## config.mk

```make
export PLATFORM = sky130hd
export DESIGN_NAME = led_blink_driver
export DESIGN_NICKNAME = d
export VERILOG_FILES = /design/src/rtl/led_blink_driver.sv
export SDC_FILE = /design/constraint.sdc
export NUM_CORES = 1
export LEC_CHECK = 0
export BUFFER_PORTS_ARGS = -buffer_cell sky130_fd_sc_hd__buf_4
export CAP_MARGIN = 20
export CORE_ASPECT_RATIO = 0.9
export CORE_MARGIN = 2
export CORE_UTILIZATION = 30
export DETAILED_ROUTE_END_ITERATION = 16
export PLACE_DENSITY = 0.51
export SYNTH_ARGS = -nofsm -noshare
export SYNTH_HDL_FRONTEND = slang
export SYNTH_SLANG_ARGS = --single-unit
```

## constraint.sdc

```tcl
create_clock -name i_Clk -period 2.15 [get_ports i_Clk]
set_clock_uncertainty 0.1 [all_clocks]
set_input_delay 0.215 -clock i_Clk [delete_from_list [all_inputs] [get_ports i_Clk]]
set_output_delay 0.215 -clock i_Clk [all_outputs]
set_load 0.01 [all_outputs]
```

## src/rtl/led_blink_driver.sv

```systemverilog
// Turns a one-cycle start pulse into N visible LED blinks (ON then OFF phase of
// CLKS_PER_PHASE cycles each), with registered busy and a one-cycle done pulse.
module led_blink_driver #(
   parameter int CLKS_PER_PHASE = 2500000
) (
   input  logic       i_Clk,
   input  logic       i_Reset,
   input  logic       i_Start,
   input  logic [3:0] i_Count,
   output logic       o_LED,
   output logic       o_Busy,
   output logic       o_Done,
   output logic [1:0] o_State
);

   localparam int PW = (CLKS_PER_PHASE > 1) ? $clog2(CLKS_PER_PHASE) : 1;
   localparam logic [PW-1:0] PHASE_LAST = PW'(CLKS_PER_PHASE - 1);

   typedef enum logic [1:0] {
      IDLE = 2'd0,
      ON   = 2'd1,
      OFF  = 2'd2
   } state_t;

   state_t        state, state_n;
   logic [PW-1:0] phase, phase_n;
   logic [3:0]    blink, blink_n;
   logic [3:0]    n_lat, n_lat_n;
   logic          led_n, busy_n, done_n;
   logic [3:0]    blink_inc;

   assign blink_inc = blink + 4'd1;
   assign o_State   = state;

   always_ff @(posedge i_Clk) begin
      if (i_Reset) begin
         state  <= IDLE;
         phase  <= '0;
         blink  <= '0;
         n_lat  <= '0;
         o_LED  <= 1'b0;
         o_Busy <= 1'b0;
         o_Done <= 1'b0;
      end else begin
         state  <= state_n;
         phase  <= phase_n;
         blink  <= blink_n;
         n_lat  <= n_lat_n;
         o_LED  <= led_n;
         o_Busy <= busy_n;
         o_Done <= done_n;
      end
   end

   // Outputs are computed as next-state values so they line up with the state register.
   always_comb begin
      state_n = state;
      phase_n = phase;
      blink_n = blink;
      n_lat_n = n_lat;
      led_n   = 1'b0;
      busy_n  = 1'b0;
      done_n  = 1'b0;
      case (state)
         IDLE: begin
            if (i_Start && (i_Count != 4'd0)) begin
               n_lat_n = i_Count;
               phase_n = '0;
               blink_n = '0;
               state_n = ON;
               led_n   = 1'b1;
               busy_n  = 1'b1;
            end
         end
         ON: begin
            busy_n = 1'b1;
            if (phase == PHASE_LAST) begin
               phase_n = '0;
               state_n = OFF;
            end else begin
               phase_n = phase + 1'b1;
               led_n   = 1'b1;
            end
         end
         OFF: begin
            busy_n = 1'b1;
            if (phase == PHASE_LAST) begin
               phase_n = '0;
               blink_n = blink_inc;
               if (blink_inc == n_lat) begin
                  state_n = IDLE;
                  busy_n  = 1'b0;
                  done_n  = 1'b1;
               end else begin
                  state_n = ON;
                  led_n   = 1'b1;
               end
            end else begin
               phase_n = phase + 1'b1;
            end
         end
         default: begin
            state_n = IDLE;
         end
      endcase
   end

endmodule

```

==> results.toml <==
[synthesis]
synthArstFlopShare_pct = 0
mappedNetlistNets = 235
synth_area_per_cell_um2 = 8.53
synth_edf_count = 0
syn_inst = 221
synth_ff_type = "dfxtp_1"
ys_warn_count = 0
synth_area_um2 = 1880
ys_seq_area_share_pct = 37.2
ys_ff_latch = 35
synth_cell_types = 49

[status]
status = "finished clean"

[global_route]
grt-ovfl-total = 0
grt_pass1_vias = 1508
grt_pass1_wl_mm = 7.04
track_usage_pct = 12.9
grt_max_degree = 22
antenna_found_initial = 0

[final_layout]
layout_common_cells = "36 x buf_4, 35 x dfxtp_1, 26 x nor2_1, 23 x nand2_1, 16 x xnor2_1"
mostFrequentLayoutCell = "buf_4"
layout.cells.non_filler = 328
drive_gt1_share_pct = 22.7
nNetsFinal = 269
insertedDiodeCount = 0
area_growth_pct = 23.3
final_util_pct = 38.2

[detailed_routing]
vias = 1635
ant_nets = 0
drt_iter0_drc = 85
via_per_inst = 4.98
wire_per_inst_um = 12.8
totalWireLength_mm = 4.19
drcViolationCount = 0
dr.pass1.iters = 4

[floorplanning]
core_area_um2 = 6080
fp-row-count = 27
dieWidth_um = 87.5
die_area_um2 = 6930
die_h_um = 79.2
start_util_pct = 31.0
io_pins = 12

[clock_tree]
cts.sinks = 35
cts_tree = "done"
cts_buffers = 5
cts_buffer_depth = 2
htree_levels = 2
clk_pin_slew_ps = 80
cts_hold_buf = 0
clockRootBuffer = "clkbuf_8"
clock_latency_ps = 290

[sta]
final.setup.worst_slack_ps = 97.4
hold_violations = 0
fin_setup_tns_ps = 0
setup_viol = 0
drv_slew = 0
finalCritPeriodShare_pct = 95.5
worstMarginPinSlew_ps = 408
max_freq_ghz = 0.487
rsz0062_at_grt = "false"
slew_headroom_pct = 72.7
fin_crit_ps = 2050

[flow_run]
cap_violations = 0

[power]
leakagePower_nw = 0.856
p_per_area_nw_per_um2 = 877
peakVddDrop_mv = 0.266

[place]
place_congestion = 0.820
pre_cts_ws_ps = -20.7
dp_hpwl_mm = 3.04
dp_cells = 318
port_buffers = 11

[critical_path]
worstPathArrival_ps = 2180
endpoint_kind = "register"
start_kind = "register"
required_ps = 2280
worstSetupPathType = "reg2reg"
crit_fanout = 5

[worst_hold_path]
holdCritPathClass = "in2reg"
-- critical path, stage by stage (launching register included) --
cell and delay, ps:
dfxtp_1 310, or4_4 550, nor4_4 140, buf_4 170
nand3_4 90, or4b_1 480, a21oi_1 150
-- synthesized netlist by cell type, types with 2 or more instances --
| cell type | number | area (µm²) |
|---|---|---|
| ha_1 | 7 | 87.6 |
| mux2i_1 | 2 | 20.0 |
| mux2_2 | 2 | 22.5 |
| nor2_1 | 27 | 101 |
| nand4_1 | 4 | 25.0 |
| a21oi_1 | 10 | 50.1 |
| and3_1 | 3 | 18.8 |
| inv_1 | 5 | 18.8 |
| or4b_1 | 2 | 20.0 |
| and2_1 | 2 | 12.5 |
| nor4b_1 | 2 | 17.5 |
| clkbuf_1 | 6 | 22.5 |
| xor2_1 | 8 | 70.1 |
| o41ai_1 | 2 | 17.5 |
| and4_1 | 2 | 17.5 |
| xnor2_1 | 16 | 140 |
| nand3_1 | 16 | 80.1 |
| nor4_1 | 6 | 37.5 |
| nand2_1 | 23 | 86.3 |
| dfxtp_1 | 35 | 701 |
| or4_1 | 2 | 15.0 |
| nor3_1 | 9 | 45.0 |
| nand3b_1 | 2 | 15.0 |
| nor3b_1 | 2 | 15.0 |
| buf_4 | 2 | 15.0 |
-- logic make-up after synthesis --
kind of cell / count (synthesis) / synth area share (%)
muxes: 4 / 2.26
xor gates and xnor gates: 24 / 11.2
DFF: 35 / 37.2
adders and majority gates: 7 / 4.65
buffers and inverters: 15 / 3.52
AOI/OAI and AO/OA: 26 / 9.70
and+or+nand+nor: 110 / 31.5
-- state kept, by name, summed over array words and instances, names as in the netlist --
name,flops
o_State,2
n_lat,4
o_Busy,1
blink,4
o_LED,1
phase,22
o_Done,1
-- cell type report --
| type | count | area, µm² |
|---|---|---|
| fill | 627 | 3760 |
| multi-input combinational | 171 | 1140 |
| sequential | 35 | 701 |
| timing repair buffer | 37 | 290 |
| tap | 72 | 90.1 |
| clock buffer | 5 | 68.8 |
| inverter | 5 | 18.8 |
| clock inverter | 3 | 15.0 |
-- repair_timing --
item | 4_1_cts | 5_1_grt
resized for setup | 0 | 5
setup buffers | 1 | 1
endpoints found under the setup margin | 10 | 4
pin swaps | 1 | 0
-- routing by layer --
layer | global-route usage (%) | share of wire (%) | vias to the layer above
met4 | 4.62 | 1.4 | 0
met1 | 18.6 | 51 | 757
met5 | 0 | 0 | -
met2 | 17.7 | 43 | 25
li1 | - | - | 849
met3 | 4.37 | 3.8 | 4
-- final timing paths --
kind,startpoint,to,slack [ps],cells after the start
worst max-delay path,phase[9],blink[2],100,6
worst max register to register,phase[9],blink[2],100,6
worst min register to register,n_lat[1],n_lat[1],380,2
worst min-delay path,i_Count[2],n_lat[2],90,3
-- through the flow --
stage	instance area (µm²)	hold slack [ps]	total power [mW]
after floorplan	1880	262	1.28
after global placement	2200	362	1.57
after detailed placement	2200	366	1.57
after CTS	2290	79.7	2.04
after global routing	2320	93.4	2.18
final	2320	87.5	2.04
-- power by group --
group | leakage (nW) | internal, mW | switching [mW]
Clock | 0.0477 | 0.222 | 0.245
Combinational | 0.524 | 0.359 | 0.488
Sequential | 0.283 | 0.699 | 0.0243
Total | 0.856 | 1.28 | 0.758
Power figures use the tool's default switching activity.
